## config.mk

```make
export PLATFORM = sky130hd
export DESIGN_NAME = addsub_serial_16bit_flat
export DESIGN_NICKNAME = d
export VERILOG_FILES = /design/src/rtl/addsub_serial_16bit_pkg.sv /design/src/rtl/addsub_serial_16bit_if.sv /design/src/rtl/addsub_serial_16bit_slice.sv /design/src/rtl/addsub_serial_16bit.sv /design/src/flat_wrapper.sv
export SDC_FILE = /design/constraint.sdc
export NUM_CORES = 1
export LEC_CHECK = 0
export BUFFER_PORTS_ARGS = -buffer_cell sky130_fd_sc_hd__buf_2
export CAP_MARGIN = 25
export CORE_ASPECT_RATIO = 1.4
export CORE_UTILIZATION = 50
export CTS_CLUSTER_SIZE = 12
export DETAILED_ROUTE_END_ITERATION = 10
export GPL_TIMING_DRIVEN = 0
export PLACE_DENSITY = 0.76
export SYNTH_ARGS = -nofsm -noshare
export SYNTH_HDL_FRONTEND = slang
export SYNTH_SLANG_ARGS = --single-unit
```

## constraint.sdc

```tcl
create_clock -name clk -period 2.75 [get_ports clk]
set_clock_uncertainty 0.1 [all_clocks]
set_input_delay 0.55 -clock clk [delete_from_list [all_inputs] [get_ports clk]]
set_output_delay 0.55 -clock clk [all_outputs]
set_load 0.1 [all_outputs]
```

## src/rtl/addsub_serial_16bit_pkg.sv

```systemverilog
// Purpose : shared types and constants for the serial 16-bit adder/subtractor.
// Contents: FSM state enum, saturation limits, signed-overflow and saturation helpers.
// Used by : addsub_serial_16bit (top), imported with import addsub_pkg::*.
package addsub_pkg;

  typedef enum logic [1:0] {
    IDLE = 2'd0,
    CALC = 2'd1,
    DONE = 2'd2
  } state_e;

  localparam logic [15:0] SAT_POS = 16'h7FFF;
  localparam logic [15:0] SAT_NEG = 16'h8000;

  // Two same-signed operands producing a result of the other sign overflowed.
  function automatic logic signed_ovfl(input logic a_msb, input logic b_msb, input logic r_msb);
    return (a_msb == b_msb) && (r_msb != a_msb);
  endfunction

  // Overflow direction follows the sign of A (both operands share it).
  function automatic logic [15:0] sat_value(input logic a_msb);
    return a_msb ? SAT_NEG : SAT_POS;
  endfunction

endpackage

```

## src/rtl/addsub_serial_16bit_if.sv

```systemverilog
// Purpose : operand/result handshake bundle for addsub_serial_16bit.
// Ports   : in_valid/in_ready + a, b, sub (request); out_valid/out_ready + sum, ovfl (result).
// Modports: slave = the arithmetic block, master = the requester/consumer.
interface addsub_serial_16bit_if;

  logic        in_valid;
  logic        in_ready;
  logic [15:0] a;
  logic [15:0] b;
  logic        sub;
  logic        out_valid;
  logic        out_ready;
  logic [15:0] sum;
  logic        ovfl;

  modport slave (
    input  in_valid, a, b, sub, out_ready,
    output in_ready, out_valid, sum, ovfl
  );

  modport master (
    output in_valid, a, b, sub, out_ready,
    input  in_ready, out_valid, sum, ovfl
  );

endinterface

```

## src/rtl/addsub_serial_16bit_slice.sv

```systemverilog
// Purpose : SLICE_W-bit ripple adder slice, purely combinational.
// Latency : 0 cycles; no flow control.
// Ports   : a, b, c_in -> sum, c_out.
module addsub_slice #(
  parameter int SLICE_W = 4
) (
  input  logic [SLICE_W-1:0] a,
  input  logic [SLICE_W-1:0] b,
  input  logic               c_in,
  output logic [SLICE_W-1:0] sum,
  output logic               c_out
);

  logic [SLICE_W:0] total;

  assign total = {1'b0, a} + {1'b0, b} + {{SLICE_W{1'b0}}, c_in};
  assign sum   = total[SLICE_W-1:0];
  assign c_out = total[SLICE_W];

endmodule

```

## src/rtl/addsub_serial_16bit.sv

```systemverilog
// Purpose : signed 16-bit A+B / A-B computed SLICE_W bits per cycle with one shared slice adder.
// Latency : accept at edge N -> out_valid after edge N+16/SLICE_W; one operation in flight.
// Backpressure: in_ready only in IDLE; result held in DONE until out_ready, in_valid ignored meanwhile.
// Ports   : clk, rst_n (sync, active-low), bus (addsub_serial_16bit_if.slave).
// Config  : define ADDSUB_SERIAL_SAT_EN to saturate the sum on overflow; otherwise it wraps.
module addsub_serial_16bit
  import addsub_pkg::*;
#(
  parameter int SLICE_W = 4
) (
  input  logic                  clk,
  input  logic                  rst_n,
  addsub_serial_16bit_if.slave  bus
);

  localparam int         NSLICE   = 16 / SLICE_W;
  localparam logic [2:0] LAST_IDX = 3'(NSLICE - 1);

  if (!(SLICE_W == 4 || SLICE_W == 8 || SLICE_W == 16)) begin : g_bad_slice_w
    $error("addsub_serial_16bit: SLICE_W must be 4, 8 or 16");
  end

  state_e      state_q, state_d;
  logic [15:0] a_q, a_d;
  logic [15:0] b_q, b_d;        // b already inverted for subtraction
  logic [15:0] raw_q, raw_d;    // slice results accumulated LSB first
  logic [15:0] sum_q, sum_d;
  logic        ovfl_q, ovfl_d;
  logic        carry_q, carry_d;
  logic [2:0]  idx_q, idx_d;

  logic               in_ready;
  logic               out_valid;
  logic [SLICE_W-1:0] sl_a;
  logic [SLICE_W-1:0] sl_b;
  logic [SLICE_W-1:0] sl_sum;
  logic               sl_cout;

  assign sl_a = a_q[idx_q*SLICE_W +: SLICE_W];
  assign sl_b = b_q[idx_q*SLICE_W +: SLICE_W];

  addsub_slice #(.SLICE_W(SLICE_W)) u_slice (
    .a     (sl_a),
    .b     (sl_b),
    .c_in  (carry_q),
    .sum   (sl_sum),
    .c_out (sl_cout)
  );

  always_comb begin
    state_d   = state_q;
    a_d       = a_q;
    b_d       = b_q;
    raw_d     = raw_q;
    sum_d     = sum_q;
    ovfl_d    = ovfl_q;
    carry_d   = carry_q;
    idx_d     = idx_q;
    in_ready  = 1'b0;
    out_valid = 1'b0;

    case (state_q)
      IDLE: begin
        in_ready = 1'b1;
        if (bus.in_valid) begin
          // Subtraction as A + ~B + 1: the +1 rides in on the first carry.
          a_d     = bus.a;
          b_d     = bus.sub ? ~bus.b : bus.b;
          carry_d = bus.sub;
          idx_d   = 3'd0;
          raw_d   = 16'h0000;
          state_d = CALC;
        end
      end

      CALC: begin
        raw_d[idx_q*SLICE_W +: SLICE_W] = sl_sum;
        carry_d = sl_cout;
        idx_d   = idx_q + 3'd1;
        if (idx_q == LAST_IDX) begin
          // Final slice: raw_d now holds the full result; carry out of bit 15 is dropped.
          idx_d   = 3'd0;
          carry_d = 1'b0;
          ovfl_d  = signed_ovfl(a_q[15], b_q[15], raw_d[15]);
`ifdef ADDSUB_SERIAL_SAT_EN
          sum_d   = ovfl_d ? sat_value(a_q[15]) : raw_d;
`else
          sum_d   = raw_d;
`endif
          state_d = DONE;
        end
      end

      DONE: begin
        out_valid = 1'b1;
        if (bus.out_ready) begin
          state_d = IDLE;
        end
      end

      default: begin
        state_d = IDLE;
      end
    endcase
  end

  always_ff @(posedge clk) begin
    if (!rst_n) begin
      state_q <= IDLE;
      a_q     <= 16'h0000;
      b_q     <= 16'h0000;
      raw_q   <= 16'h0000;
      sum_q   <= 16'h0000;
      ovfl_q  <= 1'b0;
      carry_q <= 1'b0;
      idx_q   <= 3'd0;
    end else begin
      state_q <= state_d;
      a_q     <= a_d;
      b_q     <= b_d;
      raw_q   <= raw_d;
      sum_q   <= sum_d;
      ovfl_q  <= ovfl_d;
      carry_q <= carry_d;
      idx_q   <= idx_d;
    end
  end

  assign bus.in_ready  = in_ready;
  assign bus.out_valid = out_valid;
  assign bus.sum       = sum_q;
  assign bus.ovfl      = ovfl_q;

endmodule

```

## src/flat_wrapper.sv

```systemverilog
// flat-port wrapper written by rule: the top's interface ports become plain ports
module addsub_serial_16bit_flat import addsub_pkg::*;
#(
  parameter int SLICE_W = 4
)
  (clk, rst_n, bus_in_valid, bus_a, bus_b, bus_sub, bus_out_ready, bus_in_ready, bus_out_valid, bus_sum, bus_ovfl);
  addsub_serial_16bit_if bus_i ();
  input  logic clk;
  input  logic rst_n;
  input wire logic [$bits(bus_i.in_valid)-1:0] bus_in_valid;
  input wire logic [$bits(bus_i.a)-1:0] bus_a;
  input wire logic [$bits(bus_i.b)-1:0] bus_b;
  input wire logic [$bits(bus_i.sub)-1:0] bus_sub;
  input wire logic [$bits(bus_i.out_ready)-1:0] bus_out_ready;
  output wire logic [$bits(bus_i.in_ready)-1:0] bus_in_ready;
  output wire logic [$bits(bus_i.out_valid)-1:0] bus_out_valid;
  output wire logic [$bits(bus_i.sum)-1:0] bus_sum;
  output wire logic [$bits(bus_i.ovfl)-1:0] bus_ovfl;
  assign bus_i.in_valid = bus_in_valid;
  assign bus_i.a = bus_a;
  assign bus_i.b = bus_b;
  assign bus_i.sub = bus_sub;
  assign bus_i.out_ready = bus_out_ready;
  assign bus_in_ready = bus_i.in_ready;
  assign bus_out_valid = bus_i.out_valid;
  assign bus_sum = bus_i.sum;
  assign bus_ovfl = bus_i.ovfl;
  addsub_serial_16bit #(.SLICE_W(SLICE_W)) u_core (.clk(clk), .rst_n(rst_n), .bus(bus_i));
endmodule
```

==> metrics.cfg, run 1 <==
[run_status]
status = finished, violations left
violations = setup timing

[clock_tree]
cts_buffers = 9
clkTransAtPathRegs_ps = 80
cts_root_buf = clkbuf_8
cts_hold_buf = 0
cts_tree = built
cts.sinks = 71
clockBufferDepth = 2
clk_latency_ps = 360
cts_max_level = 3

[floorplanning]
core-area_um2 = 6300
rows = 34
die_h_um = 98.4
start_util_pct = 52.7
io_pins = 56
die-width_um = 70.9
dieArea_um2 = 6980

[min_path]
hold_path_class = input pin to register

[finish]
layout_common_cells = 69 x dfxtp_1, 65 x buf_2, 52 x nand2_1
fillers = 501
final_common_cell = dfxtp_1
fin_util_pct = 65.7
synthToLayoutAreaGrowth_pct = 24.6
antennaDiodeCount = 0
fin_nets = 489
drive_gt1_share_pct = 29.4
multiInputGateArea_um2 = 1840
layout.area.seq_um2 = 1430

[worst_setup_path]
cpPeakStageDelay_ps = 500
path_class = register to register
crit_chain = buf_6 -> mux4_2 -> and2_4 -> fa_2 -> fa_2 -> xnor2_4 -> nand2_1 -> o211ai_1 -> a21oi_1
cp.required_ps = 2860
start_kind = register
ff2ff_setup_slack_ps = -6
cpMaxStageDelayCell = mux4_2
crit_arrival_ps = 2870
cpMostUsedCell = fa_2
crit_family = adder cells
crit_buf_inv = 1
worst_setup_path_end_kind = register
cp_max_fo = 7

[global_route]
overflow = 0
grt_pass1_vias = 2838
grt_pass1_wl_um = 13200
gr-usage-all-layers_pct = 24.9
grt_max_degree = 13
antenna_found_initial = 0

[sta]
max_freq_ghz = 0.363
layout_setup_ws_ps = -6.00
slew_headroom_pct = 61.5
holdWs_ps = 322
finalMaxSlewViolations = 0
worst_pin_slew_ps = 575
fin_crit_ps = 2760
rsz0062_at_grt = yes
finalSetupViolations = 2
period_share_pct = 100
hold_viol_final = 0

[placed_design]
place.gp.congestion = 0.855
dp_hpwl_um = 5610
port-buffer-count = 54

[synth]
synth_area_leaders = dfxtp_1 43%, nand2_1 5.9%, nor2_1 5.8%
netlist_instances = 367
synth-seq-area-share_pct = 42.8
yosysUniqueCellTypes = 41
postSynthNetCount = 412
synth_top_area_share_pct = 42.8
syn_area_um2 = 3320
synth_seq_cells = 71
yosys_warnings = 0
synth_top_area_cell = dfxtp_1
postSynthAreaPerCell_um2 = 9.05

[power]
power_density_nw_per_um2 = 627
p_leak_nw = 1.62
vdd_ir_drop_max_mv = 0.394

[route]
drc_errors = 0
ant_nets = 0
first_iter_violations = 140
drtPass1Iterations = 6
drt_wl_total_um = 8220
post_drt_wl_per_cell_um = 15.8
num_vias = 2919
routed_via_density = 5.60

[job]
drv_cap = 0

[synthesized netlist by cell type (all sizes together)]
master	count
or3b	1
a211oi	23
buf	14
nand2b	1
mux4	8
and4bb	1
a32oi	9
a21oi	27
or3	1
fa	2
nor2b	6
clkbuf	14
a22oi	8
nand3b	1
a311oi	2
o21ai	14
ha	6
nor2	52
o211ai	4
a31oi	2
xnor2	18
and2	9
nand2	53
mux2i	9
a2111oi	1
and3	1
dfxtp	71
nand3	1
a21o	1
inv	4
nor3b	2
and4	1
[sequential cells by signal, summed over array words and instances (netlist names)]
| signal | cells |
|---|---|
| u_core.idx_q | 3 |
| u_core.state_q | 2 |
| u_core.b_q | 16 |
| u_core.bus.ovfl | 1 |
| u_core.bus.sum | 16 |
| u_core.a_q | 16 |
| u_core.raw_q | 16 |
| u_core.carry_q | 1 |
[logic make-up (layout without fill, tap and decap cells)]
family | after synthesis | count (layout) | synth area share (%)
compound gates | 91 | 91 | 18.1
xor+xnor | 18 | 18 | 4.97
fa+ha+maj | 8 | 8 | 3.47
buf+inv | 32 | 114 | 4.60
flops | 71 | 71 | 42.8
mux | 17 | 17 | 8.14
simple gates | 130 | 130 | 17.9
[metal layers]
layer	global-route usage [%]	wire length, µm	vias up
met5	0	0	-
met1	28.4	3310	1367
met3	3.48	306	32
met2	43.3	4260	87
met4	15.7	340	0
li1	-	-	1433
[cell type report]
class	instances	area share, %
multi-input cells	264	44.4
flip-flops and latches	71	34.5
repair buffers	67	8.98
plain buffers	27	3.63
clock buffers	10	3.33
clock inverters	6	2.60
well taps	72	2.18
inverters	4	0.363
[what timing repair did]
item / 4_1_cts / 5_1_grt
gates resized for setup: 8 / 13
buffers inserted: 10 / 3
pin swaps: 5 / 11
endpoints found under the setup margin: 26 / 20
[worst paths after layout]
kind / start / endpoint / depth (start not counted)
worst max register to register: u_core.idx_q[1] / u_core.bus.sum[2] / 9
worst max-delay path: u_core.idx_q[1] / u_core.bus.sum[2] / 9
worst min-delay path: bus_a[8] / u_core.a_q[8] / 3
worst min register to register: u_core.a_q[5] / u_core.a_q[5] / 2
[through the flow]
stage | power (mW) | TNS, ps | instance area [µm²] | setup WS, ps | std cells
after global placement | 1.51 | -2460 | 3700 | -244 | 493
after CTS | 2.57 | 0 | 4060 | 1.87 | 518
after detailed placement | 1.52 | -3160 | 3700 | -257 | 493
final | 2.59 | -11.2 | 4140 | -6.00 | 521
after floorplan | 1.41 | 0 | 3340 | 27.4 | 367
after global routing | 2.68 | -615 | 4140 | -91.2 | 521
[worst reg2reg max path: stages, from the launching register on]
cell and delay (ps):
dfxtp_2 350, buf_6 140, mux4_2 500, and2_4 180
fa_2 350, fa_2 410, xnor2_4 240, nand2_1 80
o211ai_1 150, a21oi_1 130
[report_power, final]
group          switching (mW)  leakage (nW)  internal, mW
registers              0.0276         0.580          1.07
logic                   0.261         0.914         0.202
clock network           0.406         0.122         0.624
total                   0.694          1.62          1.90
Note: power is estimated with default switching activity, not from simulation.
==> inputs of run 2 (changes only) <==
--- a/config.mk
+++ b/config.mk
@@ -5,14 +5,16 @@
 export SDC_FILE = /design/constraint.sdc
 export NUM_CORES = 1
 export LEC_CHECK = 0
+export ABC_AREA = 1
 export BUFFER_PORTS_ARGS = -buffer_cell sky130_fd_sc_hd__buf_2
 export CAP_MARGIN = 25
 export CORE_ASPECT_RATIO = 1.4
-export CORE_UTILIZATION = 50
+export CORE_UTILIZATION = 51
 export CTS_CLUSTER_SIZE = 12
 export DETAILED_ROUTE_END_ITERATION = 10
 export GPL_TIMING_DRIVEN = 0
-export PLACE_DENSITY = 0.76
+export HOLD_SLACK_MARGIN = 0.1
+export PLACE_DENSITY = 0.77
 export SYNTH_ARGS = -nofsm -noshare
 export SYNTH_HDL_FRONTEND = slang
 export SYNTH_SLANG_ARGS = --single-unit
==> metrics.cfg, run 2 <==
[worst_setup_path]
cpMaxStageDelayCell = fa_2  ; was mux4_2
path_class = register to register  ; unchanged
crit_arrival_ps = 2720  ; was 2870 ps
worst_setup_path_end_kind = register  ; unchanged
crit_chain = buf_6 -> inv_4 -> buf_6 -> o21ai_2 -> a21oi_2 -> fa_2 -> fa_2 -> xor2_2 -> or2_1 -> o21ai_2 -> inv_1 -> nand2_1 -> a21oi_1  ; was buf_6 -> mux4_2 -> and2_4 -> fa_2 -> fa_2 -> xnor2_4 -> nand2_1 -> o211ai_1 -> a21oi_1
cp.required_ps = 2860  ; about the same
cpPeakStageDelay_ps = 390  ; was 500 ps
start_kind = register  ; unchanged
cp_max_fo = 12  ; was 7
crit_buf_inv = 4  ; was 1
crit_family = adder cells  ; unchanged

[floorplanning]
io_pins = 56  ; unchanged
die_h_um = 100  ; was 98.4 µm
core-area_um2 = 6610  ; was 6300 µm²
start_util_pct = 52.9  ; was 52.7%
die-width_um = 72.0  ; was 70.9 µm
rows = 35  ; was 34
dieArea_um2 = 7190  ; was 6980 µm²

[clock_tree]
clkTransAtPathRegs_ps = 90  ; was 80 ps
clk_latency_ps = 340  ; was 360 ps
cts_max_level = 3  ; unchanged
cts_root_buf = clkbuf_8  ; unchanged
clockBufferDepth = 2  ; unchanged
cts.sinks = 71  ; unchanged
post_cts_buffers = 0  ; was 10
cts_hold_buf = 0  ; unchanged
cts_tree = built  ; unchanged
cts_buffers = 9  ; unchanged

[synth]
synth_top_area_share_pct = 40.7  ; was 42.8%
synth_edf_count = 0  ; unchanged
yosys_warnings = 0  ; unchanged
synth_ff_type = dfxtp_1  ; unchanged
synth_common_cells = 91 x nor2_1, 71 x dfxtp_1, 63 x nand2_1  ; was 71 x dfxtp_1, 52 x nand2_1, 51 x nor2_1
yosysUniqueCellTypes = 36  ; was 41
postSynthNetCount = 517  ; was 412
synth-seq-area-share_pct = 40.7  ; was 42.8%
yosysMostFrequentCell = nor2_1  ; was dfxtp_1
synth_top_area_cell = dfxtp_1  ; unchanged
netlist_instances = 472  ; was 367
async_flop_share_pct = 0  ; unchanged
syn_area_um2 = 3500  ; was 3320 µm²
postSynthAreaPerCell_um2 = 7.41  ; was 9.05 µm²
synth_seq_cells = 71  ; unchanged
synth_area_leaders = dfxtp_1 41%, nor2_1 9.8%, nand2_1 6.8%  ; was dfxtp_1 43%, nand2_1 5.9%, nor2_1 5.8%

[power]
vdd_ir_drop_max_mv = 0.456  ; was 0.394 mV
seq_power_share_pct = 43.8  ; was 42.4%
p_leak_nw = 1.87  ; was 1.62 nW
pwr-share-clk_pct = 36.0  ; was 39.7%
switchingPower_mw = 0.767  ; was 0.694 mW
p_sw_share_pct = 30.2  ; was 26.8%
p_comb_share_pct = 20.2  ; was 17.9%
power_density_nw_per_um2 = 611  ; was 627 nW/µm²
p_int_mw = 1.77  ; was 1.90 mW
total_power_mw = 2.54  ; was 2.59 mW

[finish]
final_design_area_no_fill_um2 = 4150  ; was 4140 µm²
multiInputGateArea_um2 = 1770  ; was 1840 µm²
fillers = 607  ; was 501
fin_nets = 581  ; was 489
final_common_cell = nor2_1  ; was dfxtp_1
drive_gt1_share_pct = 22.9  ; was 29.4%
fin_cells = 633  ; was 521
layout.area.seq_um2 = 1420  ; was 1430 µm²
antennaDiodeCount = 0  ; unchanged
synthToLayoutAreaGrowth_pct = 18.8  ; was 24.6%
layout_common_cells = 89 x nor2_1, 69 x dfxtp_1, 63 x nand2_1  ; was 69 x dfxtp_1, 65 x buf_2, 52 x nand2_1

[sta]
period_share_pct = 94.7  ; was 100%
hold_viol_final = 0  ; unchanged
holdWs_ps = 345  ; was 322 ps
worst_pin_slew_ps = 580  ; was 575 ps
finalSetupViolations = 0  ; was 2
rsz0062_at_grt = no  ; was yes
slew_headroom_pct = 61.4  ; was 61.5%
setup_tns_ps = 0  ; was -11.2 ps
max_freq_ghz = 0.384  ; was 0.363 GHz
fin_crit_ps = 2600  ; was 2760 ps
finalMaxSlewViolations = 0  ; unchanged

[route]
drc_errors = 0  ; unchanged
ant_nets = 0  ; unchanged
num_vias = 3216  ; was 2919
routed_via_density = 5.08  ; was 5.60
first_iter_violations = 204  ; was 140
drt_wl_total_um = 8160  ; was 8220 µm
drtPass1Iterations = 8  ; was 6
post_drt_wl_per_cell_um = 12.9  ; was 15.8 µm

[placed_design]
port-buffer-count = 54  ; unchanged
dpl_cell_area_um2 = 3890  ; was 3700 µm²
dp_hpwl_um = 6250  ; was 5610 µm
placed_cells = 618  ; was 493
place.gp.congestion = 0.874  ; was 0.855

[run_status]
status = complete, no violations  ; was finished, violations left

[global_route]
overflow = 0  ; unchanged
grt_max_degree = 14  ; was 13
antenna_found_initial = 0  ; unchanged
gr-usage-all-layers_pct = 25.3  ; was 24.9%
grt_pass1_vias = 3163  ; was 2838
grt_pass1_wl_um = 14200  ; was 13200 µm

[min_path]
hold_path_class = input pin to register  ; unchanged

[job]
drv_cap = 0  ; unchanged

-- run 2: cell types whose count changed after synthesis, moves of 11 or more --
cell      previous run  this run
a21oi_1             26        40
nand3_1              1        13
o21ai_0              2        37
inv_1                3        37
o21ai_1             11        27
nor2_1              51        91
a211oi_1            23         6
nand2_1             52        63
-- run 2: area by class of cell --
cell class	instances	share of cell area (%)
Inverter	49	4.64
Sequential cell	71	34.3
Clock buffer	9	2.98
Tap cell	92	2.77
Timing Repair Buffer	54	6.51
Multi-Input combinational cell	328	42.6
Buffer	23	3.83
Clock inverter	7	2.35
-- run 2: path summary, 6_finish.rpt --
kind,startpoint,end,slack (ps),cells after the start
max,u_core.idx_q[0],u_core.raw_q[14],150,13
min,bus_a[2],u_core.a_q[2],340,3
max reg2reg,u_core.idx_q[0],u_core.raw_q[14],150,13
min reg2reg,u_core.raw_q[10],u_core.raw_q[10],370,2
-- run 2: through the flow --
stage | setup WS, ps | util, %
2_1_floorplan | 37.5 | -
3_3_place_gp | -233 | 58.8
3_5_place_dp | -278 | 58.8
4_1_cts | 37.1 | 62.6
5_1_grt | 0.413 | 62.8
6_report | 147 | 62.8
-- run 2: metal layers --
layer	vias to the layer above	routed length, µm	track usage, %
met5	-	0	0
met4	0	278	13.3
met3	27	362	5.92
met2	103	4220	44.6
met1	1432	3300	28.0
li1	1654	-	-
-- run 2: worst min-delay path: stages --
cell     delay (ps)
buf_2            70
o21ai_1          50
nor2_1           70
-- run 2: cells by family (layout without fill, tap and decap cells) --
kind of cell	Yosys count	after routing	share of synthesized area, %
AO/OA/AOI/OAI	125	125	20.2
XOR/XNOR	17	17	4.26
adder cells (fa/ha/maj)	8	8	3.29
buffers and inverters	73	142	9.73
flip-flops	71	71	40.7
AND/OR/NAND/NOR	178	178	21.8
-- run 2: power by group through the flow --
stage | logic [mW] | clock network (mW) | registers, mW
floorplan | 0.351 | 0 | 1.13
global placement | 0.479 | 0 | 1.13
detailed placement | 0.492 | 0 | 1.13
CTS | 0.506 | 0.925 | 1.11
global route | 0.574 | 0.984 | 1.12
finish | 0.513 | 0.913 | 1.11
-- run 2: repair_timing --
| action | CTS | global route |
|---|---|---|
| gates cloned | 0 | 0 |
| resized for setup | 12 | 8 |
| setup endpoints to repair | 16 | 20 |
| pin swaps | 3 | 2 |
==> inputs of run 3 (changes only) <==
--- a/config.mk
+++ b/config.mk
@@ -9,12 +9,12 @@
 export BUFFER_PORTS_ARGS = -buffer_cell sky130_fd_sc_hd__buf_2
 export CAP_MARGIN = 25
 export CORE_ASPECT_RATIO = 1.4
-export CORE_UTILIZATION = 51
+export CORE_UTILIZATION = 55
 export CTS_CLUSTER_SIZE = 12
 export DETAILED_ROUTE_END_ITERATION = 10
 export GPL_TIMING_DRIVEN = 0
 export HOLD_SLACK_MARGIN = 0.1
-export PLACE_DENSITY = 0.77
+export PLACE_DENSITY = 0.79
 export SYNTH_ARGS = -nofsm -noshare
 export SYNTH_HDL_FRONTEND = slang
 export SYNTH_SLANG_ARGS = --single-unit
==> constraint.sdc (replaced) <==
create_clock -name clk -period 3.35 [get_ports clk]
set_clock_uncertainty 0.1 [all_clocks]
set_input_delay 0.67 -clock clk [delete_from_list [all_inputs] [get_ports clk]]
set_output_delay 0.67 -clock clk [all_outputs]
set_load 0.1 [all_outputs]
==> metrics.cfg, run 3 (synthesized netlist as in run 2, its figures left out) <==
[power]
p_int_mw = 1.59  ; was 1.77 mW
p_sw_share_pct = 27.9  ; was 30.2%
p_leak_nw = 1.88  ; was 1.87 nW
pwr-share-clk_pct = 40.4  ; was 36.0%
vdd_ir_drop_max_mv = 0.372  ; was 0.456 mV
seq_power_share_pct = 41.3  ; was 43.8%
switchingPower_mw = 0.617  ; was 0.767 mW
power_density_nw_per_um2 = 537  ; was 611 nW/µm²
p_comb_share_pct = 18.3  ; was 20.2%

[worst_setup_path]
crit_arrival_ps = 3180  ; was 2720 ps
ff2ff_setup_slack_ps = 300  ; was 150 ps
cpMaxStageDelayCell = fa_1  ; was fa_2
rr_endpoint = u_core.raw_q[14]  ; unchanged
startpoint = u_core.idx_q[0]  ; unchanged
path_depth = 14  ; was 13
cp-endpoint = u_core.raw_q[14]  ; unchanged
crit_chain = clkbuf_4 -> inv_2 -> buf_2 -> buf_2 -> o21ai_0 -> a21oi_1 -> fa_1 -> fa_2 -> xor2_1 -> or2_1 -> o21ai_1 -> inv_1 -> nand2_1 -> a21oi_1  ; was buf_6 -> inv_4 -> buf_6 -> o21ai_2 -> a21oi_2 -> fa_2 -> fa_2 -> xor2_2 -> or2_1 -> o21ai_2 -> inv_1 -> nand2_1 -> a21oi_1
rr_startpoint = u_core.idx_q[0]  ; unchanged
cp.required_ps = 3480  ; was 2860 ps
crit_buf_inv = 5  ; was 4
start_kind = register  ; unchanged
worst_setup_path_end_kind = register  ; unchanged
reg2regPathDepth = 14  ; was 13
crit_family = adder cells  ; unchanged
path_class = register to register  ; unchanged
cpPeakStageDelay_ps = 450  ; was 390 ps
cp_max_fo = 10  ; was 12

[clock_tree]
clkTransAtPathRegs_ps = 80  ; was 90 ps
cts_tree = built  ; unchanged
clk_latency_ps = 360  ; was 340 ps
cts_max_level = 3  ; unchanged
post_cts_buffers = 0  ; unchanged
cts_root_buf = clkbuf_8  ; unchanged
cts.sinks = 71  ; unchanged
clockBufferDepth = 2  ; unchanged
cts_buffers = 9  ; unchanged

[floorplanning]
die_h_um = 96.3  ; was 100 µm
rows = 34  ; was 35
io_pins = 56  ; unchanged
start_util_pct = 56.7  ; was 52.9%
die-width_um = 69.4  ; was 72.0 µm
core-area_um2 = 6170  ; was 6610 µm²
dieArea_um2 = 6680  ; was 7190 µm²

[global_route]
grt_pass1_vias = 2992  ; was 3163
overflow = 0  ; unchanged
antenna_found_initial = 0  ; unchanged
grt_max_degree = 13  ; was 14
gr-usage-all-layers_pct = 26.0  ; was 25.3%
grt_pass1_wl_um = 13400  ; was 14200 µm

[placed_design]
dp_hpwl_um = 6150  ; was 6250 µm
port-buffer-count = 54  ; unchanged
place.gp.congestion = 0.881  ; was 0.874

[finish]
fin_nets = 582  ; was 581
synthToLayoutAreaGrowth_pct = 17.9  ; was 18.8%
fin_util_pct = 66.8  ; was 62.8%
fillers = 537  ; was 607
final_common_cell = nor2_1  ; unchanged
layout_common_cells = 91 x nor2_1, 71 x dfxtp_1, 63 x nand2_1  ; was 89 x nor2_1, 69 x dfxtp_1, 63 x nand2_1
antennaDiodeCount = 0  ; unchanged
drive_gt1_share_pct = 20.8  ; was 22.9%

[sta]
slew_headroom_pct = 62.7  ; was 61.4%
fin_crit_ps = 3050  ; was 2600 ps
hold_viol_final = 0  ; unchanged
period_share_pct = 91.2  ; was 94.7%
max_freq_ghz = 0.327  ; was 0.384 GHz
finalSetupViolations = 0  ; unchanged
rsz0062_at_grt = no  ; unchanged
setup_tns_ps = 0  ; unchanged
finalMaxSlewViolations = 0  ; unchanged
worst_pin_slew_ps = 559  ; was 580 ps

[route]
first_iter_violations = 168  ; was 204
ant_nets = 0  ; unchanged
routed_via_density = 5.22  ; was 5.08
drt_wl_total_um = 8050  ; was 8160 µm
post_drt_wl_per_cell_um = 13.1  ; was 12.9 µm
drtPass1Iterations = 4  ; was 8
num_vias = 3206  ; was 3216
drc_errors = 0  ; unchanged

[run_status]
status = complete, no violations  ; unchanged

[min_path]
hold_path_class = register to register  ; was input pin to register

[job]
drv_cap = 0  ; unchanged

## run 3: changes by cell type in the layout (fill, tap and decap cells not counted), sizes merged
cell / delta
clkinv: -2
clkinvlp: -1
clkbuf: +2
bufinv: +2
## run 3: metal layers
| layer | vias to the layer above | wire, µm | track usage (%) |
|---|---|---|---|
| met5 | - | 0 | 0 |
| met4 | 0 | 311 | 18.4 |
| met3 | 24 | 313 | 3.98 |
| met2 | 88 | 4300 | 49.9 |
| met1 | 1433 | 3130 | 25.6 |
| li1 | 1661 | - | - |
## run 3: area by class of cell
class                      instances  area [µm²]  area share (%)
clock inverter                     6         133            3.22
timing repair buffer              54         270            6.56
clock buffer                      10         128            3.10
sequential                        71        1420            34.5
tap                               72        90.1            2.19
inverter                          49         190            4.61
buffer                            24         153            3.70
multi-input combinational        328        1740            42.1
## run 3: what timing repair did
action	CTS	global route
hold buffers	0	0
setup endpoints to repair	0	2
resized for setup	0	2
## run 3: power by group through the flow
| stage | clock network, mW | registers [mW] | logic, mW |
|---|---|---|---|
| after CTS | 0.896 | 0.912 | 0.402 |
| final | 0.894 | 0.913 | 0.405 |
| after global placement | 0 | 0.929 | 0.392 |
| after detailed placement | 0 | 0.931 | 0.400 |
| after global routing | 0.929 | 0.917 | 0.450 |
| after floorplan | 0 | 0.929 | 0.287 |
## run 3: worst min-delay path by stage
stage	startpoint	to	slack, ps	depth (start not counted)
final	u_core.raw_q[11]	u_core.raw_q[11]	370	2
after detailed placement	u_core.raw_q[11]	u_core.raw_q[11]	360	2
after CTS	u_core.raw_q[11]	u_core.raw_q[11]	370	2
after global placement	u_core.raw_q[12]	u_core.raw_q[12]	350	2
after floorplan	u_core.b_q[10]	u_core.b_q[10]	330	2
after global routing	u_core.b_q[10]	u_core.b_q[10]	390	2
## run 3: per-stage QoR
stage / power, mW / worst slack, ps / instance area (µm²) / hold WS (ps) / std cells
2_1_floorplan: 1.22 / 552 / 3500 / 330 / 472
5_1_grt: 2.30 / 46.4 / 4120 / 388 / 614
3_3_place_gp: 1.32 / 268 / 3860 / 350 / 598
3_5_place_dp: 1.33 / 219 / 3860 / 356 / 598
6_report: 2.21 / 296 / 4120 / 367 / 614
4_1_cts: 2.21 / 210 / 4120 / 368 / 614
## run 3: worst min-delay path, cell delays in order (launching register included)
cell     delay, ps
dfxtp_1        310
nand2_1         60
a21oi_1         50
